**src/rtl/branch_redirect_if.sv**
```systemverilog
// Bundle between branch execute, this redirect stage, fetch and the register-file write port.
// slave is the redirect stage's view; master is the surrounding pipeline's view.
interface branch_redirect_if #(
  parameter int unsigned PC_W       = 32,
  parameter int unsigned REG_ADDR_W = 5,
  parameter int unsigned CNT_W      = 16
);
  logic                  ex_valid;
  logic                  ex_ready;
  logic                  ex_is_nop;
  logic                  ex_taken;
  logic [PC_W-1:0]       ex_target;
  logic [PC_W-1:0]       ex_pc;
  logic [REG_ADDR_W-1:0] ex_rd;
  logic                  ex_rd_wr_en;

  logic                  redir_valid;
  logic                  redir_ready;
  logic [PC_W-1:0]       redir_pc;
  logic                  squash;

  logic                  wb_en;
  logic [REG_ADDR_W-1:0] wb_addr;
  logic [PC_W-1:0]       wb_data;

  logic                  misalign_err;
  logic [CNT_W-1:0]      taken_count;

  modport slave (
    input  ex_valid, ex_is_nop, ex_taken, ex_target, ex_pc, ex_rd, ex_rd_wr_en, redir_ready,
    output ex_ready, redir_valid, redir_pc, squash, wb_en, wb_addr, wb_data, misalign_err,
           taken_count
  );

  modport master (
    output ex_valid, ex_is_nop, ex_taken, ex_target, ex_pc, ex_rd, ex_rd_wr_en, redir_ready,
    input  ex_ready, redir_valid, redir_pc, squash, wb_en, wb_addr, wb_data, misalign_err,
           taken_count
  );
endinterface

```
**src/rtl/branch_redirect.sv**
```systemverilog
// Post-execute redirect stage: turns a resolved taken branch into a fetch redirect, squashes
// younger bundles for a fixed window, writes back jump link values and counts redirects.
module branch_redirect #(
  parameter int unsigned PC_W         = 32,
  parameter int unsigned REG_ADDR_W   = 5,
  parameter int unsigned FLUSH_CYCLES = 2,
  parameter int unsigned CNT_W        = 16
) (
  input  logic               clk,
  input  logic               rst,
  branch_redirect_if.slave   bus
);

  typedef enum logic [1:0] {StIdle, StRedirect, StFlush} state_e;

  localparam logic [3:0] FlushInit = 4'(FLUSH_CYCLES);

  state_e                state_q, state_d;
  logic                  redir_valid_q, redir_valid_d;
  logic [PC_W-1:0]       redir_pc_q, redir_pc_d;
  logic                  squash_q, squash_d;
  logic                  wb_en_q, wb_en_d;
  logic [REG_ADDR_W-1:0] wb_addr_q, wb_addr_d;
  logic [PC_W-1:0]       wb_data_q, wb_data_d;
  logic                  misalign_q, misalign_d;
  logic [CNT_W-1:0]      taken_count_q, taken_count_d;
  logic [3:0]            flush_cnt_q, flush_cnt_d;

  logic ex_ready;
  logic accept;
  logic aligned;

  assign ex_ready = (state_q == StIdle);
  assign accept   = bus.ex_valid & ex_ready & ~bus.ex_is_nop;
  assign aligned  = (bus.ex_target[1:0] == 2'b00);

  always_comb begin
    state_d       = state_q;
    redir_valid_d = redir_valid_q;
    redir_pc_d    = redir_pc_q;
    squash_d      = squash_q;
    wb_en_d       = 1'b0;
    wb_addr_d     = wb_addr_q;
    wb_data_d     = wb_data_q;
    misalign_d    = 1'b0;
    taken_count_d = taken_count_q;
    flush_cnt_d   = flush_cnt_q;

    case (state_q)
      StIdle: begin
        if (accept) begin
          if (bus.ex_taken && aligned) begin
            redir_pc_d    = bus.ex_target;
            redir_valid_d = 1'b1;
            squash_d      = 1'b1;
            state_d       = StRedirect;
          end else if (bus.ex_taken) begin
            misalign_d = 1'b1;
          end
          // A misaligned taken jump must not leave a link value behind.
          if (bus.ex_rd_wr_en && (bus.ex_rd != '0) && (!bus.ex_taken || aligned)) begin
            wb_en_d   = 1'b1;
            wb_addr_d = bus.ex_rd;
            wb_data_d = bus.ex_pc + PC_W'(4);
          end
        end
      end
      StRedirect: begin
        if (bus.redir_ready) begin
          redir_valid_d = 1'b0;
          if (taken_count_q != '1) begin
            taken_count_d = taken_count_q + CNT_W'(1);
          end
          if (FLUSH_CYCLES == 0) begin
            squash_d = 1'b0;
            state_d  = StIdle;
          end else begin
            flush_cnt_d = FlushInit;
            state_d     = StFlush;
          end
        end
      end
      StFlush: begin
        flush_cnt_d = flush_cnt_q - 4'd1;
        if (flush_cnt_q == 4'd1) begin
          squash_d = 1'b0;
          state_d  = StIdle;
        end
      end
      default: begin
        redir_valid_d = 1'b0;
        squash_d      = 1'b0;
        state_d       = StIdle;
      end
    endcase
  end

  always_ff @(posedge clk) begin
    if (rst) begin
      state_q       <= StIdle;
      redir_valid_q <= 1'b0;
      redir_pc_q    <= '0;
      squash_q      <= 1'b0;
      wb_en_q       <= 1'b0;
      wb_addr_q     <= '0;
      wb_data_q     <= '0;
      misalign_q    <= 1'b0;
      taken_count_q <= '0;
      flush_cnt_q   <= '0;
    end else begin
      state_q       <= state_d;
      redir_valid_q <= redir_valid_d;
      redir_pc_q    <= redir_pc_d;
      squash_q      <= squash_d;
      wb_en_q       <= wb_en_d;
      wb_addr_q     <= wb_addr_d;
      wb_data_q     <= wb_data_d;
      misalign_q    <= misalign_d;
      taken_count_q <= taken_count_d;
      flush_cnt_q   <= flush_cnt_d;
    end
  end

  assign bus.ex_ready     = ex_ready;
  assign bus.redir_valid  = redir_valid_q;
  assign bus.redir_pc     = redir_pc_q;
  assign bus.squash       = squash_q;
  assign bus.wb_en        = wb_en_q;
  assign bus.wb_addr      = wb_addr_q;
  assign bus.wb_data      = wb_data_q;
  assign bus.misalign_err = misalign_q;
  assign bus.taken_count  = taken_count_q;

endmodule

```
**src/flat_wrapper.sv**
```systemverilog
// flat-port wrapper written by rule: the top's interface ports become plain ports
module branch_redirect_flat 
#(
  parameter int unsigned PC_W         = 32,
  parameter int unsigned REG_ADDR_W   = 5,
  parameter int unsigned FLUSH_CYCLES = 2,
  parameter int unsigned CNT_W        = 16
)
  (clk, rst, bus_ex_valid, bus_ex_is_nop, bus_ex_taken, bus_ex_target, bus_ex_pc, bus_ex_rd, bus_ex_rd_wr_en, bus_redir_ready, bus_ex_ready, bus_redir_valid, bus_redir_pc, bus_squash, bus_wb_en, bus_wb_addr, bus_wb_data, bus_misalign_err, bus_taken_count);
  branch_redirect_if #(.PC_W(PC_W), .REG_ADDR_W(REG_ADDR_W), .CNT_W(CNT_W)) bus_i ();
  input  logic clk;
  input  logic rst;
  input wire logic [$bits(bus_i.ex_valid)-1:0] bus_ex_valid;
  input wire logic [$bits(bus_i.ex_is_nop)-1:0] bus_ex_is_nop;
  input wire logic [$bits(bus_i.ex_taken)-1:0] bus_ex_taken;
  input wire logic [$bits(bus_i.ex_target)-1:0] bus_ex_target;
  input wire logic [$bits(bus_i.ex_pc)-1:0] bus_ex_pc;
  input wire logic [$bits(bus_i.ex_rd)-1:0] bus_ex_rd;
  input wire logic [$bits(bus_i.ex_rd_wr_en)-1:0] bus_ex_rd_wr_en;
  input wire logic [$bits(bus_i.redir_ready)-1:0] bus_redir_ready;
  output wire logic [$bits(bus_i.ex_ready)-1:0] bus_ex_ready;
  output wire logic [$bits(bus_i.redir_valid)-1:0] bus_redir_valid;
  output wire logic [$bits(bus_i.redir_pc)-1:0] bus_redir_pc;
  output wire logic [$bits(bus_i.squash)-1:0] bus_squash;
  output wire logic [$bits(bus_i.wb_en)-1:0] bus_wb_en;
  output wire logic [$bits(bus_i.wb_addr)-1:0] bus_wb_addr;
  output wire logic [$bits(bus_i.wb_data)-1:0] bus_wb_data;
  output wire logic [$bits(bus_i.misalign_err)-1:0] bus_misalign_err;
  output wire logic [$bits(bus_i.taken_count)-1:0] bus_taken_count;
  assign bus_i.ex_valid = bus_ex_valid;
  assign bus_i.ex_is_nop = bus_ex_is_nop;
  assign bus_i.ex_taken = bus_ex_taken;
  assign bus_i.ex_target = bus_ex_target;
  assign bus_i.ex_pc = bus_ex_pc;
  assign bus_i.ex_rd = bus_ex_rd;
  assign bus_i.ex_rd_wr_en = bus_ex_rd_wr_en;
  assign bus_i.redir_ready = bus_redir_ready;
  assign bus_ex_ready = bus_i.ex_ready;
  assign bus_redir_valid = bus_i.redir_valid;
  assign bus_redir_pc = bus_i.redir_pc;
  assign bus_squash = bus_i.squash;
  assign bus_wb_en = bus_i.wb_en;
  assign bus_wb_addr = bus_i.wb_addr;
  assign bus_wb_data = bus_i.wb_data;
  assign bus_misalign_err = bus_i.misalign_err;
  assign bus_taken_count = bus_i.taken_count;
  branch_redirect #(.PC_W(PC_W), .REG_ADDR_W(REG_ADDR_W), .FLUSH_CYCLES(FLUSH_CYCLES), .CNT_W(CNT_W)) u_core (.clk(clk), .rst(rst), .bus(bus_i));
endmodule
```
**config.mk**
```make
export PLATFORM = sky130hd
export DESIGN_NAME = branch_redirect_flat
export DESIGN_NICKNAME = d
export VERILOG_FILES = /design/src/rtl/branch_redirect_if.sv /design/src/rtl/branch_redirect.sv /design/src/flat_wrapper.sv
export SDC_FILE = /design/constraint.sdc
export NUM_CORES = 1
export LEC_CHECK = 0
export CAP_MARGIN = 10
export CORE_UTILIZATION = 40
export DETAILED_ROUTE_END_ITERATION = 7
export GPL_ROUTABILITY_DRIVEN = 0
export PLACE_DENSITY = 0.8
export SYNTH_ARGS = -nofsm -noshare
export SYNTH_HDL_FRONTEND = slang
export SYNTH_SLANG_ARGS = --single-unit
```
**constraint.sdc**
```tcl
create_clock -name clk -period 1.7 [get_ports clk]
set_input_delay 0.255 -clock clk [delete_from_list [all_inputs] [get_ports clk]]
set_output_delay 0.255 -clock clk [all_outputs]
set_load 0.05 [all_outputs]
```
# Word level (Yosys, flattened, before mapping)
# Index checks and enable logic that the tools add are counted.
dict set report classes {
  mul 0
  n_div 0
  n_shift 0
  n_reduce_logical 18
  bitwise 7
  addsub 3
  magnitude_cmp 0
  n_mux 15
  n_eq_ne 8
}
# cell n
set op_table {}
lappend op_table {{32-bit by 3-bit adder with 32-bit output (second input constant)} 1}
lappend op_table {{16-bit by 1-bit adder with 16-bit output (second input constant)} 1}
lappend op_table {{16-bit inequality test (second input constant)} 1}
lappend op_table {{4-bit AND reduction} 3}
lappend op_table {{3-bit AND reduction} 3}
lappend op_table {{2-bit 2-to-1 mux} 4}
lappend op_table {{4-bit one-hot mux with 2 select lines} 1}
lappend op_table {{1-bit 2-to-1 mux} 6}
lappend op_table {{2-bit inequality test (second input constant)} 3}
lappend op_table {{1-bit one-hot mux with 3 select lines} 2}
lappend op_table {{2-bit one-hot mux with 3 select lines} 1}
lappend op_table {{1-bit inverter} 5}
lappend op_table {{5-bit nonzero test} 1}
lappend op_table {{4-bit by 1-bit equality test with 1-bit output (second input constant)} 1}
lappend op_table {{2-bit logical NOT} 2}
lappend op_table {{4-bit 2-to-1 mux} 1}
lappend op_table {{4-bit OR reduction} 1}
lappend op_table {{4-bit by 1-bit subtractor with 4-bit output (second input constant)} 1}
lappend op_table {{1-bit logical AND} 3}
lappend op_table {{3-bit OR reduction} 1}
lappend op_table {{1-bit AND} 2}
lappend op_table {{2-bit by 1-bit equality test with 1-bit output (second input constant)} 1}
lappend op_table {{2-bit equality test (second input constant)} 1}
lappend op_table {{2-bit by 1-bit inequality test with 1-bit output (second input constant)} 1}
lappend op_table {{other kinds (4)} 4}
dict set report word_totals {
  n_memories 0
  register_bits 95
  romBits 0
  mem_bits_rw 0
  latchBits 0
}

# Logic depth before layout (Yosys ltp)
dict set report logic_depth {
  depth_word 5
  ltp_mapped 6
  mapped_depth_nobuf 5
}

# Worst setup path before layout
# OpenSTA, ideal clock, no wires.
dict set report synth_timing {
  path_kind {register -> register}
  start {register u_core.taken_count_q[5] (netlist: u_core.bus.taken_count[5])}
  end {register u_core.taken_count_q[15] (netlist: u_core.bus.taken_count[15])}
  path_slack_ns -0.450
  required_ns 1.630
  stages_incl_launch_ff 5
  setup_time_ns 0.070
  n_path_buf 0
  arrival_ns 2.079
  path_cell_list {dfxtp_1 nand3_1 or4_1 or4_1 a21oi_1}
}
dict set report synth_via {
  elab_chain_cells 2
}
# item line
set synth_rtl {}
lappend synth_rtl {{from (decl)} branch_redirect.sv:26} ;# logic [CNT_W-1:0] taken_count_q, taken_count_d;
lappend synth_rtl {{from (signal assigned)} branch_redirect.sv:119} ;# taken_count_q <= taken_count_d;
lappend synth_rtl {{branches (longest 2 deep; another with 16-bit by 1-bit adder with 16-bit output)} --}
# Parallel ways; which one is timed is not known.
# A chain may end at the register's enable or synchronous reset.

# Final worst setup path
dict set report layout_timing {
  start {register u_core.state_q[1]}
  end {register u_core.taken_count_q[15] (netlist: u_core.bus.taken_count[15])}
}
dict set report layout_via {
  elab_chain_cells 2
}
# item line
set layout_rtl {}
lappend layout_rtl {{from (decl)} branch_redirect.sv:18} ;# state_e state_q, state_d;
lappend layout_rtl {{from (signal assigned)} branch_redirect.sv:100} ;# state_q <= StIdle;
lappend layout_rtl {{from (signal assigned)} branch_redirect.sv:111} ;# state_q <= state_d;
lappend layout_rtl {{2-bit by 1-bit equality test with 1-bit output} branch_redirect.sv:49} ;# case (state_q)
lappend layout_rtl {{3-bit AND reduction (no line)} --}
# No other way between the ends.

==> results.yml <==
status:
  status: "finished with violations"
  violations: "setup timing"
clock_tree:
  insertion_delay_ns: 0.36
  cts.reportedPaths.clkPinSlew_ns: 0.10
  cts_hold_buf: 0
  numCtsBuffers: 9
  root_buffer: "clkbuf_8"
  cts_tree: "yes"
  h-tree-depth: 3
  clock-sinks: 95
  cts_buffer_depth: 2
global_route:
  met1_usage_pct: 31.4
  grt_pass1_vias: 5141
  antenna_found_initial: 0
  grt.busiest_layer: "met2"
  grt_pass1_wl_mm: 24.6
  grt_use_total_pct: 27.2
  met3_usage_pct: 4.78
  grt_max_degree: 63
  overflow: 0
  grtUsageMet2_pct: 48.2
synthesis:
  synth_edf_count: 0
  ys_seq_area_share_pct: 43.7
  synth_compound_area_share_pct: 21.7
  syn-num-nets: 606
  synth_xor_area_share_pct: 3.02
  yosysWarnings: 0
  avgSynthCellArea_um2: 8.27
  synth_mux_area_share_pct: 1.24
  synth_adder_area_share_pct: 1.15
  synth-simple-area-share_pct: 24.7
  ys.flop_type: "dfxtp_1"
  ys_seq_elements: 95
  synth-async-reset-ratio_pct: 0
  synth_top_family_by_area: "simple AND/OR/NAND/NOR gates"
  syn-cell-area_um2: 4350
  synth_cell_types: 49
  syn_inst: 526
route:
  drtIter0Drc: 325
  drt_pre_antenna_iters: 7
  drcViolationCount: 0
  routed_via_density: 5.78
  wl_mm: 15.7
  postRouteAntennaNets: 0
  num_vias: 5295
  wl_per_cell_um: 17.2
critical_path:
  required_ns: 2.00
  cp_top_family: "simple AND/OR/NAND/NOR gates"
  critical_path_class: "flop to flop"
  worst-path-stages: 5
  slowest_delay_ns: 0.52
  critPathArrivalTime_ns: 2.18
  crit_chain: "buf_6 -> nand4b_1 -> or4_4 -> or4_4 -> a21oi_2"
  reg2regPathDepth: 5
  cpMostUsedCell: "or4_4"
  critPathSlowestCell: "or4_4"
  cp-end-kind: "flop"
  cp_num_buf_inv: 1
  startpoint_type: "flop"
  path_max_fanout: 3
sta:
  hold_violations: 0
  skew_ns: 0.00787
  grt_setup_unrepaired: "true"
  worstMarginPinSlew_ns: 0.486
  fin_ws_ns: -0.175
  layout_min_cycle_time_ns: 1.88
  fmax_mhz: 533
  slew_violations: 0
  setup_viol: 46
  relSlewSlack_pct: 67.2
  fin_crit_sh_pct: 110
final_layout:
  post_route_cells_drive_above_1_share_pct: 38.2
  area_growth_pct: 68.2
  final_area_um2: 7320
  multi_input_area_um2: 2580
  num-fill-cells: 786
  nets: 855
  regArea_um2: 1950
  final_cell_mix: "buf_4, nand2_1, dfxtp_1"
  final_cells: 916
  antenna_cells: 0
  layout_commonest_cell: "buf_4"
placement:
  dp_hpwl_mm: 10.4
  dpl-instance-area_um2: 6670
  port-buffer-count: 165
  place_inst: 880
floorplanning:
  io_pins: 166
  die_w_um: 106
  num_rows: 37
  initial_core_util_pct: 41.8
  fp.dieArea_um2: 11300
  core_um2: 10400
  die_h_um: 106
pwr:
  ir_worst_vdd_mv: 0.363
  leakage_nw: 2.89
  power_density_nw_per_um2: 624
worst_hold_path:
  whs_path_depth: 3
  hold_path.class: "primary input to flop"
job:
  cap_violations: 0
==> sequential cells by signal (all words and copies together), names as in the netlist <==
| register | count |
|---|---|
| u_core.bus.squash | 1 |
| u_core.bus.wb_data | 32 |
| u_core.bus.wb_addr | 5 |
| u_core.state_q | 2 |
| u_core.bus.wb_en | 1 |
| u_core.bus.taken_count | 16 |
| u_core.bus.redir_valid | 1 |
| u_core.flush_cnt_q | 4 |
| u_core.bus.redir_pc | 32 |
| u_core.bus.misalign_err | 1 |
==> worst register-to-register path, delay by kind of cell (launching register included) <==
kind | cells | cell delay [ns]
buffers and inverters | 1 | 0.11
AOI/OAI and AO/OA | 1 | 0.11
and+or+nand+nor | 3 | 1.22
DFF | 1 | 0.37
==> report_power, final <==
group | total [mW] | internal (mW) | switching, mW | leakage (nW)
Clock | 1.42 | 0.582 | 0.842 | 0.0974
Combinational | 0.863 | 0.394 | 0.469 | 2.01
Sequential | 2.28 | 2.25 | 0.0316 | 0.782
Total | 4.57 | 3.23 | 1.34 | 2.89
==> final cells by class <==
cell class	count	share of cell area (%)
clock buffers	10	1.88
inverters	9	0.496
well taps	136	2.32
multi-input cells	385	35.2
clock inverters	6	0.581
flip-flops and latches	95	26.7
repair buffers	275	32.8
==> cell families (layout without fill, tap and decap cells) <==
| kind of cell | count (synthesis) | count (layout) |
|---|---|---|
| and+or+nand+nor | 206 | 207 |
| AOI/OAI and AO/OA | 154 | 154 |
| adders and majority gates | 4 | 4 |
| buffers and inverters | 47 | 300 |
| xor gates and xnor gates | 15 | 15 |
| muxes | 5 | 5 |
| DFF | 95 | 95 |
==> final timing paths <==
| kind | to | start | slack [ns] |
|---|---|---|---|
| setup / recovery | u_core.bus.taken_count[15]$_SDFFE_PP0P_ | u_core.state_q[1]$_SDFFE_PP0P_ | -0.18 |
| hold / removal | u_core.bus.wb_data[2]$_SDFFE_PP0P_ | bus_ex_pc[2] | 0.38 |
| setup reg to reg | u_core.bus.taken_count[15]$_SDFFE_PP0P_ | u_core.state_q[1]$_SDFFE_PP0P_ | -0.18 |
| hold reg to reg | u_core.bus.redir_pc[29]$_SDFFE_PP0P_ | u_core.bus.redir_pc[29]$_SDFFE_PP0P_ | 0.46 |
==> through the flow <==
step	hold slack, ns	power (mW)	TNS [ns]	setup WS (ns)	util (%)
6_report	0.378	4.57	-3.61	-0.175	70.3
3_5_place_dp	0.450	3.14	-37.55	-0.914	64.0
5_1_grt	0.363	4.75	-6.55	-0.227	70.3
4_1_cts	0.363	4.55	-4.15	-0.189	68.5
2_1_floorplan	0.352	2.69	-0.290	-0.0682	-
3_3_place_gp	0.442	3.12	-30.17	-0.762	64.0
==> layer usage <==
metal	routed length, um	part of all wire, %	vias to the layer above
met4	514	3.3	0
met3	1250	7.9	47
met1	5900	38	2536
met2	8060	51	268
met5	0	0	-
li1	-	-	2444
==> synthesized netlist by cell type (3+ instances only) <==
library cell  number  area (um^2)
nand4_1           16          100
ha_1               4         50.1
a21oi_1           81          405
buf_2              8         40.0
nor3_1             9         45.0
mux2_2             3         33.8
or4_1             18          135
and3_1             4         25.0
a211oi_1          18          135
o31ai_1            9         67.6
nor2b_1            4         25.0
nor2_1            15         56.3
inv_1              8         30.0
clkbuf_1          27          101
nor4_1            10         62.6
nand4b_1           3         26.3
xnor2_1            8         70.1
o41ai_1            4         35.0
or3_1              9         56.3
a311oi_1          11         96.3
nand2_1           87          327
o21ai_0           20          100
xor2_1             7         61.3
nand3_1           16         80.1
dfxtp_1           95         1900
==> timing repair <==
item | 4_1_cts | 5_1_grt
resized for setup | 64 | 43
buffers inserted | 9 | 8
pin swaps | 26 | 22
setup endpoints to repair | 44 | 78
gates cloned | 4 | 1
No activity file was read; power rests on OpenSTA's default activity.
